## src/rtl/us_ranger_pkg.sv

```systemverilog
// us_ranger_pkg: shared constants, FSM state codes and helpers for the multi-channel ultrasonic ranger
package us_ranger_pkg;
    localparam int SCALE_SH  = 24;
    localparam int US_PER_CM = 58;
    localparam logic [2:0] IDLE      = 3'd0;
    localparam logic [2:0] TRIG      = 3'd1;
    localparam logic [2:0] WAIT_RISE = 3'd2;
    localparam logic [2:0] MEASURE   = 3'd3;
    localparam logic [2:0] CONVERT   = 3'd4;
    localparam logic [2:0] PRESENT   = 3'd5;
    localparam logic [2:0] HOLDOFF   = 3'd6;
    function automatic int ch_width(input int n);
        return n > 1 ? $clog2(n) : 1;
    endfunction
endpackage

```

## src/rtl/us_ranger_multi_if.sv

```systemverilog
// us_ranger_multi_if: result valid/ready channel (channel tag, distance, timeout flag)
//   master drives valid/ch/cm/timeout and samples ready; slave is the consumer
interface us_ranger_multi_if #(
    parameter int CH_W   = 2,
    parameter int DIST_W = 16
);
    logic              valid;
    logic              ready;
    logic [CH_W-1:0]   ch;
    logic [DIST_W-1:0] cm;
    logic              timeout;
    modport master (output valid, ch, cm, timeout, input ready);
    modport slave  (input valid, ch, cm, timeout, output ready);
endinterface

```

## src/rtl/us_echo_sync.sv

```systemverilog
// us_echo_sync: W-wide two-flop synchroniser for the asynchronous echo pins
//   clk_i, rst_i : clock, async active-high reset
//   d_i          : raw pins
//   q_o          : synchronised pins, 2 clk latency
module us_echo_sync #(
    parameter int W = 4
) (
    input  logic         clk_i,
    input  logic         rst_i,
    input  logic [W-1:0] d_i,
    output logic [W-1:0] q_o
);
    logic [W-1:0] meta_q, sync_q;
    always_ff @(posedge clk_i or posedge rst_i) begin
        if (rst_i) begin
            meta_q <= '0;
            sync_q <= '0;
        end else begin
            meta_q <= d_i;
            sync_q <= meta_q;
        end
    end
    assign q_o = sync_q;
endmodule

```

## src/rtl/us_ranger_multi.sv

```systemverilog
// us_ranger_multi: round-robin HC-SR04 style range controller with timeout and cm conversion
//   clk_i, rst_i : clock, async active-high reset
//   enable_i     : run the measurement cycle
//   echo_i       : raw echo pins, one per sensor
//   trig_o       : trigger pins, one-hot or zero
//   busy_o       : FSM is not idle
//   dist_if      : result handshake (valid/ready, ch, cm, timeout)
module us_ranger_multi
    import us_ranger_pkg::*;
#(
    parameter int CLK_HZ     = 50_000_000,
    parameter int NUM_CH     = 4,
    parameter int TRIG_US    = 10,
    parameter int TIMEOUT_US = 30000,
    parameter int PERIOD_US  = 60000,
    parameter int DIST_W     = 16
) (
    input  logic              clk_i,
    input  logic              rst_i,
    input  logic              enable_i,
    input  logic [NUM_CH-1:0] echo_i,
    output logic [NUM_CH-1:0] trig_o,
    output logic              busy_o,
    us_ranger_multi_if.master dist_if
);
    localparam int CH_W     = ch_width(NUM_CH);
    localparam int CYC_US   = CLK_HZ / 1_000_000;
    localparam int CYC_CM   = US_PER_CM * CYC_US;
    localparam int TRIG_CYC = TRIG_US * CYC_US;
    localparam int TO_CYC   = TIMEOUT_US * CYC_US;
    localparam int PER_CYC  = PERIOD_US * CYC_US;
    localparam int PW       = $clog2(TRIG_CYC + 1);
    localparam int WW       = $clog2(TO_CYC + 1);
    localparam int RW       = $clog2(PER_CYC + 1);
    localparam logic [PW-1:0] TRIG_LAST = PW'(TRIG_CYC - 1);
    localparam logic [WW-1:0] TO_LAST   = WW'(TO_CYC - 1);
    localparam logic [RW-1:0] PER_LAST  = RW'(PER_CYC - 1);
    localparam logic [47:0]   K         = 48'(((1 << SCALE_SH) + CYC_CM - 1) / CYC_CM);
    localparam logic [47:0]   CM_MAX    = 48'((1 << DIST_W) - 2);

    logic [2:0]        state_q, state_d;
    logic [CH_W-1:0]   ch_q, ch_d;
    logic [PW-1:0]     pulse_q, pulse_d;
    logic [RW-1:0]     period_q, period_d;
    logic [WW-1:0]     width_q, width_d;
    logic [DIST_W-1:0] cm_q, cm_d;
    logic              to_q, to_d;
    logic [NUM_CH-1:0] echo_s, sel;
    logic              echo_hit;
    logic [47:0]       cm_raw;
    logic [DIST_W-1:0] cm_sat;

    us_echo_sync #(.W(NUM_CH)) u_sync (
        .clk_i (clk_i),
        .rst_i (rst_i),
        .d_i   (echo_i),
        .q_o   (echo_s)
    );

    assign sel      = NUM_CH'(1) << ch_q;
    assign echo_hit = |(echo_s & sel);
    assign cm_raw   = (48'(width_q) * K) >> SCALE_SH;
    // all-ones is reserved for timeouts, so real distances stop one below it
    assign cm_sat   = cm_raw > CM_MAX ? DIST_W'(CM_MAX) : cm_raw[DIST_W-1:0];

    // trig decodes straight from state so an async reset drops it immediately
    assign trig_o          = state_q == TRIG ? sel : '0;
    assign busy_o          = state_q != IDLE;
    assign dist_if.valid   = state_q == PRESENT;
    assign dist_if.ch      = ch_q;
    assign dist_if.cm      = cm_q;
    assign dist_if.timeout = to_q;

    always_comb begin
        state_d  = state_q;
        ch_d     = ch_q;
        cm_d     = cm_q;
        to_d     = to_q;
        pulse_d  = state_q == TRIG ? pulse_q + 1'b1 : '0;
        // period counter saturates; it is restarted on every trigger start
        period_d = period_q == PER_LAST ? period_q : period_q + 1'b1;
        // one counter serves as rise timeout in WAIT_RISE and pulse width in MEASURE
        width_d  = (state_q == WAIT_RISE || state_q == MEASURE) ? width_q + 1'b1 : width_q;
        case (state_q)
            IDLE: if (enable_i) begin
                state_d  = TRIG;
                period_d = '0;
            end
            TRIG: if (pulse_q == TRIG_LAST) begin
                state_d = WAIT_RISE;
                width_d = '0;
            end
            WAIT_RISE: if (echo_hit) begin
                state_d = MEASURE;
                width_d = '0;
            end else if (width_q == TO_LAST) begin
                state_d = PRESENT;
                cm_d    = '1;
                to_d    = 1'b1;
            end
            MEASURE: if (!echo_hit) begin
                state_d = CONVERT;
                width_d = width_q;
            end else if (width_q == TO_LAST) begin
                state_d = PRESENT;
                cm_d    = '1;
                to_d    = 1'b1;
            end
            CONVERT: begin
                state_d = PRESENT;
                cm_d    = cm_sat;
                to_d    = 1'b0;
            end
            PRESENT: if (dist_if.ready) state_d = HOLDOFF;
            HOLDOFF: if (period_q == PER_LAST) begin
                ch_d     = ch_q == CH_W'(NUM_CH - 1) ? '0 : ch_q + 1'b1;
                state_d  = enable_i ? TRIG : IDLE;
                period_d = '0;
            end
            default: state_d = IDLE;
        endcase
    end

    always_ff @(posedge clk_i or posedge rst_i) begin
        if (rst_i) begin
            state_q  <= IDLE;
            ch_q     <= '0;
            pulse_q  <= '0;
            period_q <= '0;
            width_q  <= '0;
            cm_q     <= '0;
            to_q     <= 1'b0;
        end else begin
            state_q  <= state_d;
            ch_q     <= ch_d;
            pulse_q  <= pulse_d;
            period_q <= period_d;
            width_q  <= width_d;
            cm_q     <= cm_d;
            to_q     <= to_d;
        end
    end
endmodule

```

## src/flat_wrapper.sv

```systemverilog
// flat-port wrapper written by rule: the top's interface ports become plain ports
module us_ranger_multi_flat import us_ranger_pkg::*;
#(
    parameter int CLK_HZ     = 50_000_000,
    parameter int NUM_CH     = 4,
    parameter int TRIG_US    = 10,
    parameter int TIMEOUT_US = 30000,
    parameter int PERIOD_US  = 60000,
    parameter int DIST_W     = 16
)
  (clk_i, rst_i, enable_i, echo_i, trig_o, busy_o, dist_if_valid, dist_if_ch, dist_if_cm, dist_if_timeout, dist_if_ready);
  us_ranger_multi_if #(.CH_W(2), .DIST_W(DIST_W)) dist_if_i ();
  input  logic clk_i;
  input  logic rst_i;
  input  logic enable_i;
  input  logic [NUM_CH-1:0] echo_i;
  output logic [NUM_CH-1:0] trig_o;
  output logic busy_o;
  output wire logic [$bits(dist_if_i.valid)-1:0] dist_if_valid;
  output wire logic [$bits(dist_if_i.ch)-1:0] dist_if_ch;
  output wire logic [$bits(dist_if_i.cm)-1:0] dist_if_cm;
  output wire logic [$bits(dist_if_i.timeout)-1:0] dist_if_timeout;
  input wire logic [$bits(dist_if_i.ready)-1:0] dist_if_ready;
  assign dist_if_valid = dist_if_i.valid;
  assign dist_if_ch = dist_if_i.ch;
  assign dist_if_cm = dist_if_i.cm;
  assign dist_if_timeout = dist_if_i.timeout;
  assign dist_if_i.ready = dist_if_ready;
  us_ranger_multi #(.CLK_HZ(CLK_HZ), .NUM_CH(NUM_CH), .TRIG_US(TRIG_US), .TIMEOUT_US(TIMEOUT_US), .PERIOD_US(PERIOD_US), .DIST_W(DIST_W)) u_core (.clk_i(clk_i), .rst_i(rst_i), .enable_i(enable_i), .echo_i(echo_i), .trig_o(trig_o), .busy_o(busy_o), .dist_if(dist_if_i));
endmodule
```

## config.mk

```make
export PLATFORM = sky130hd
export DESIGN_NAME = us_ranger_multi_flat
export DESIGN_NICKNAME = d
export VERILOG_FILES = /design/src/rtl/us_ranger_pkg.sv /design/src/rtl/us_ranger_multi_if.sv /design/src/rtl/us_echo_sync.sv /design/src/rtl/us_ranger_multi.sv /design/src/flat_wrapper.sv
export SDC_FILE = /design/constraint.sdc
export NUM_CORES = 1
export LEC_CHECK = 0
export BUFFER_PORTS_ARGS = -buffer_cell sky130_fd_sc_hd__buf_2
export CAP_MARGIN = 20
export CORE_MARGIN = 2
export CORE_UTILIZATION = 45
export CTS_CLUSTER_SIZE = 28
export DETAILED_ROUTE_END_ITERATION = 7
export PLACE_DENSITY = 0.75
export SYNTH_ARGS = -nofsm -noshare
export SYNTH_HDL_FRONTEND = slang
export SYNTH_SLANG_ARGS = --single-unit
```

## constraint.sdc

```tcl
create_clock -name clk_i -period 5.1 [get_ports clk_i]
set_clock_uncertainty 0.15 [all_clocks]
set_input_delay 0 -clock clk_i [delete_from_list [all_inputs] [get_ports clk_i]]
set_output_delay 0 -clock clk_i [all_outputs]
set_load 0.1 [all_outputs]
```

After elaboration in Yosys (flattened, before gate mapping)
Index checks and enable logic that the tools add are counted.
- register bits after elaboration: 82
- bits in latches: 0
- RAM bits: 0
- memory bits (read-only): 0
- input port bits: 8
- output and inout bits: 25
- logic and storage cells: 71
- memories: 0
- add/sub/neg operators: 4
- multiply operators: 1
- divide/modulo/power cells: 0
- order comparisons: 1
- equal/unequal tests: 16
- shifts and indexed selects: 1
- mux-type cells: 30
- bitwise logic cells: 1
- reduce and logical (&&, ||, !) cells: 8
- operators by type and width (operator ; number):
    21-bit 2-to-1 mux ; 4
    22-bit 2-to-1 mux ; 3
    16-bit 2-to-1 mux ; 4
    21-bit case mux with 3 select lines ; 1
    16-bit case mux with 3 select lines ; 1
    22-bit case mux with 2 select lines ; 1
    21-bit by 12-bit multiplier with 33-bit output, second input constant ; 1
    22-bit by 1-bit adder with 22-bit output, second input constant ; 1
    22-bit equality test, second input constant ; 1
    21-bit by 1-bit adder with 21-bit output, second input constant ; 1
    21-bit equality test, second input constant ; 1
    3-bit 2-to-1 mux ; 7
    3-bit case mux with 7 select lines ; 1
    10-bit by 16-bit greater-than comparator with 1-bit output, second input constant ; 1
    9-bit by 1-bit adder with 9-bit output, second input constant ; 1
    3-bit equality test, second input constant ; 3
    9-bit equality test, second input constant ; 1
    9-bit 2-to-1 mux ; 1
    3-bit by 2-bit equality test with 1-bit output, second input constant ; 2
    2-bit by 1-bit inequality test with 1-bit output, second input constant ; 3
    2-bit inequality test, second input constant ; 3
    3-bit nonzero test ; 2
    4-bit bitwise AND ; 1
    1-bit 2-to-1 mux ; 4
    13 further kinds ; 13

Depth between registers and ports, before layout
- depth after elaboration: 5
- mapped depth: 18
- gate-level depth less buffers: 17

Hierarchy
Synthesis repeated with hierarchy kept, for this count alone.
- cell total of the unflattened synthesis: 855
- area total of the unflattened synthesis: 8044.0 um^2
- modules (own cells, without submodules) (module ; instances ; cells an instance ; area an instance (um^2) ; sequential area each (um^2)):
    us_ranger_multi ; 1 ; 846 ; 7840.0 ; 1726.7
    us_echo_sync ; 1 ; 9 ; 203.9 ; 200.2

Least setup slack after synthesis
No wires, ideal clock.
- path type: register to register
- from: register u_core.width_q[5]
- to: register u_core.cm_q[5], in the netlist u_core.dist_if.cm[5]
- setup time: 0.133 ns
- arrival: 4.702 ns
- data required time: 4.817 ns
- slack: 0.115 ns
- cell stages (with the launch flop): 18
- path buffers: 0
- period minus slack after synthesis: 4.985 ns
- cell sequence: dfrtp_1 ha_1 xor2_1 ha_1 or2_2 fa_1 inv_1 fa_1 fa_1 inv_1 ha_1 and3_1 and3_1 and3_1 a221o_1 a31oi_1 xor2_1 a21oi_1
- word-level cells in the longest chain between the ends: 4
- elaborated cells on any way between the ends: 8
- those cells by class: mul (1); order compare (1); eq/ne (1); mux (5)
- ends and longest elaborated chain (element ; line ; RTL):
    start, declared ; us_ranger_multi.sv:45 ; logic [WW-1:0] width_q, width_d;
    start signal, assigned ; us_ranger_multi.sv:138 ; width_q <= width_d;
    21-bit by 12-bit multiplier with 33-bit output / 21-bit equality test (equally long branches) ; us_ranger_multi.sv:62, us_ranger_multi.sv:96, us_ranger_multi.sv:104 ;
    10-bit by 16-bit greater-than comparator with 1-bit output / 16-bit 2-to-1 mux (equally long branches) ; -- ;
    16-bit 2-to-1 mux, on equally long branches ; -- ;
    16-bit case mux with 3 select lines (*) ; us_ranger_multi.sv:84 ; case (state_q)
    end signal, assigned ; us_ranger_multi.sv:139 ; cm_q <= cm_d;
    end, declared ; us_ranger_multi.sv:46 ; logic [DIST_W-1:0] cm_q, cm_d;
Mark *: on every way between the ends. The rest lies on a longest branch, timed or not. The select of a mux whose other input is x is not followed.
A chain may end at the register's enable or synchronous reset.

Worst setup path in the final report
- from: register u_core.width_q[12]
- to: register u_core.cm_q[9], in the netlist u_core.dist_if.cm[9]
The elaborated chain is that of the path after synthesis.

==> flow_metrics.tcl <==
set metrics [dict create \
    outcome "complete, but fails checks" \
    violations "negative hold slack" \
    number_of_core_rows 48 \
    final_period_minus_worst_setup_slack_ps 4970 \
    wl_per_instance_um 16.4 \
    startpoint_type "flop" \
    initial_core_util_pct 46.2 \
    internal-power_w 0.00157 \
    dr.first_iter.drc_count 392 \
    areaGrowthSynthToFinish_pct 20.1 \
    clock_transition_time_at_the_flip_flop_clock_pins_of_the_worst_setup_and_hold_paths_ps 70 \
    p_clk_share_pct 21.6 \
    worst-endpoint-arrival_ps 5090 \
    place_area_sq_um 8750 \
    h-tree-depth 3 \
    finalSetupViolations 0 \
    dp.final_hpwl_um 14600 \
    detail_route.first_pass.iterations 7 \
    remaining_drc_errors 0 \
    grt_pass1_vias 6326 \
    synth.ff_latch_count 77 \
    ys_seq_area_share_pct 24.0 \
    setup.worst_path.class "flop to flop" \
    grt_pass1_wl_um 30100 \
    tightest_slew_ps 990 \
    leading_cell_type_in_the_layout_fill_and_taps_excluded "sky130_fd_sc_hd__inv_1" \
    grt_antenna_before_repair 0 \
    clock.fmax_mhz 201 \
    clock_latency_ps 350 \
    globalRouteOverflowTotal 0 \
    p_seq_share_pct 26.4 \
    cts_sinks 77 \
    grt_start_max_net_pins 78 \
    syn_avg_cell_area_sq_um 9.43 \
    final_nets 1147 \
    synth-async-reset-ratio_pct 100 \
    critical_path.endpoint_type "flop" \
    synthDominantCellAreaShare_pct 24.0 \
    synthesis.area_sq_um 8020 \
    final_cycle_utilization_of_the_critical_path_pct 97.5 \
    cts_tree "done" \
    io-pin-count 33 \
    power.total_w 0.00298 \
    final-max-slew-violation-count 0 \
    final.setup.worst_slack_ps 126 \
    library_cell_occupying_the_most_area_in_the_post_synthesis_netlist "sky130_fd_sc_hd__dfrtp_1" \
    layout_common_cells "sky130_fd_sc_hd__inv_1, sky130_fd_sc_hd__ha_1, sky130_fd_sc_hd__fa_1" \
    drive_gt1_share_pct 19.2 \
    netlist_instances 851 \
    max-clock-path-buffers 2 \
    floorplan.core_area_sq_um 17400 \
    synth-edff-count 0 \
    power_density_nw_per_um2 309 \
    setup_total_negative_slack_ps 0 \
    dieArea_sq_um 18900 \
    min_path_type "primary input to flop" \
    detail_route.wirelength_um 19400 \
    filler_cell_count 1410 \
    place_ws_ps -33.0 \
    worst-endpoint-required_ps 5210 \
    power.switching_w 0.00140 \
    synth.top_cells.by_area "sky130_fd_sc_hd__dfrtp_1, sky130_fd_sc_hd__fa_1, sky130_fd_sc_hd__ha_1" \
    slew-limit-headroom_pct 34.0 \
    place.gp.congestion 0.934 \
    synth.net_count 1045 \
    comb_power_share_pct 51.9 \
    via_count 6267 \
    critical_path_peak_fanout 3 \
    primary_ff_master_synth "sky130_fd_sc_hd__dfrtp_1" \
    power_switching_share_pct 47.1 \
    cellLeakagePower_nw 4.92 \
    via_per_inst 5.30 \
    die-width_um 138 \
    insertedDiodeCount 0 \
    vdd_ir_drop_max_uv 199 \
    ys_types 60 \
    fp.dieH_um 138 \
    numCtsBuffers 9 \
    drt.antenna.violating_nets 0 \
    finalHoldWorstSlack_ps -0.948 \
    total_routing_usage_gr_pct 20.2 \
    yosysWarningCount 0 \
    finalInstanceArea_sq_um 9630 \
    ctsRootBufferMaster "sky130_fd_sc_hd__clkbuf_16" \
    final-hold-violation-count 1 \
    io_buffers 32 \
    maxCapViolCount 0 \
]
area by class of cell:
cell class                      count  area [sq um]  share of cell area [%]
Clock buffer                        9           225                    2.34
Clock inverter                      7          67.6                   0.701
Inverter                          161           606                    6.29
Multi-Input combinational cell    595          5760                    59.8
Sequential cell                    77          1940                    20.2
Tap cell                          225           282                    2.92
Timing Repair Buffer              109           756                    7.84
worst max-delay path, stage by stage (launching register included):
cell and delay [ps]:
sky130_fd_sc_hd__dfrtp_2 460, sky130_fd_sc_hd__ha_4 280, sky130_fd_sc_hd__inv_1 60, sky130_fd_sc_hd__buf_4 140
sky130_fd_sc_hd__fa_1 500, sky130_fd_sc_hd__fa_1 540, sky130_fd_sc_hd__inv_1 50, sky130_fd_sc_hd__fa_1 530
sky130_fd_sc_hd__inv_1 60, sky130_fd_sc_hd__fa_1 520, sky130_fd_sc_hd__inv_1 70, sky130_fd_sc_hd__ha_4 180
sky130_fd_sc_hd__a2111oi_4 300, sky130_fd_sc_hd__a31oi_1 160, sky130_fd_sc_hd__a31oi_1 240, sky130_fd_sc_hd__o21ai_0 120
sky130_fd_sc_hd__or3_1 370, sky130_fd_sc_hd__a31oi_1 160
synth_stat cells, types with 3 or more instances:
master                      number
sky130_fd_sc_hd__a2111oi_0       3
sky130_fd_sc_hd__a211oi_1        4
sky130_fd_sc_hd__a21o_1         18
sky130_fd_sc_hd__a21oi_1        29
sky130_fd_sc_hd__a31oi_1         8
sky130_fd_sc_hd__and2_1          9
sky130_fd_sc_hd__and3_1         22
sky130_fd_sc_hd__and4_1          5
sky130_fd_sc_hd__buf_4           7
sky130_fd_sc_hd__clkbuf_1        9
sky130_fd_sc_hd__dfrtp_1        77
sky130_fd_sc_hd__fa_1           81
sky130_fd_sc_hd__ha_1          105
sky130_fd_sc_hd__inv_1         161
sky130_fd_sc_hd__nand2_1        50
sky130_fd_sc_hd__nand2b_1        6
sky130_fd_sc_hd__nand3_1        21
sky130_fd_sc_hd__nand4_1        16
sky130_fd_sc_hd__nor2_1         71
sky130_fd_sc_hd__nor2b_1         4
sky130_fd_sc_hd__nor3_1         10
sky130_fd_sc_hd__nor4_1          3
sky130_fd_sc_hd__o211ai_1        3
sky130_fd_sc_hd__o21a_1          5
sky130_fd_sc_hd__o21ai_0        26
sky130_fd_sc_hd__o21bai_1        3
sky130_fd_sc_hd__or3_1           5
sky130_fd_sc_hd__xnor2_1        18
sky130_fd_sc_hd__xor2_1         37
metal layers:
metal	vias to the layer above	routed length [um]	GRT usage, %	part of all wire, %
met5	-	0	0	0
met2	150	9890	36.5	51
met3	42	563	2.94	2.9
met1	3086	8460	25.2	44
met4	0	519	5.38	2.7
li1	2989	-	-	-
final timing paths:
kind                                              start              endpoint  slack, ps  cells after the start
worst max-delay path                 u_core.width_q[12]  u_core.dist_if.cm[9]        130                     17
worst min-delay path                           enable_i   u_core.period_q[20]       -0.9                      4
worst max register to register       u_core.width_q[12]  u_core.dist_if.cm[9]        130                     17
worst min register to register  u_core.u_sync.meta_q[0]  u_core.u_sync.q_o[0]        200                      0
max in group asynchronous                         rst_i    u_core.width_q[13]       3760                      4
min in group asynchronous                         rst_i   u_core.period_q[12]        350                      4
sequential cells by signal (all words and copies together), names as in the netlist:
signal and cells:
u_core.period_q 22, u_core.pulse_q 9, u_core.dist_if.ch 2, u_core.dist_if.cm 11
u_core.u_sync.q_o 4, u_core.dist_if.timeout 1, u_core.width_q 21, u_core.state_q 3
u_core.u_sync.meta_q 4
per-stage QoR:
stage / hold slack (ps) / utilization (%) / std cells
after floorplan: -119 / - / 851
after global placement: -30.4 / 50.4 / 1140
after detailed placement: -40.6 / 50.4 / 1140
after CTS: 2.84 / 53.0 / 1172
after global routing: 17.7 / 55.5 / 1183
final: -0.948 / 55.5 / 1183
cells by family (layout without fill, tap and decap cells):
group	Yosys count	after routing	synth area share [%]
XOR/XNOR	55	55	6.00
flip-flops	77	77	24.0
AO/OA/AOI/OAI	114	114	9.30
adder cells (fa/ha/maj)	186	186	36.6
AND/OR/NAND/NOR	237	237	15.0
buffers and inverters	179	286	8.72
multiplexers	3	3	0.390
power groups by stage:
stage               combinational, W  sequential (W)  clock [W]
floorplan                   0.000962        0.000928          0
detailed placement           0.00147        0.000787          0
global placement             0.00142        0.000783          0
global route                 0.00173        0.000800   0.000680
CTS                          0.00149        0.000777   0.000650
finish                       0.00155        0.000787   0.000644
repair_timing:
action / in CTS / in global routing
pin swaps: 4 / 28
endpoints found under the hold margin: 82 / 0
endpoints found under the setup margin: 6 / 10
cloned: 0 / 0
buffers inserted: 9 / 11
hold buffers: 7 / 0
resized for setup: 5 / 54
(Power assumes the default switching activity.)
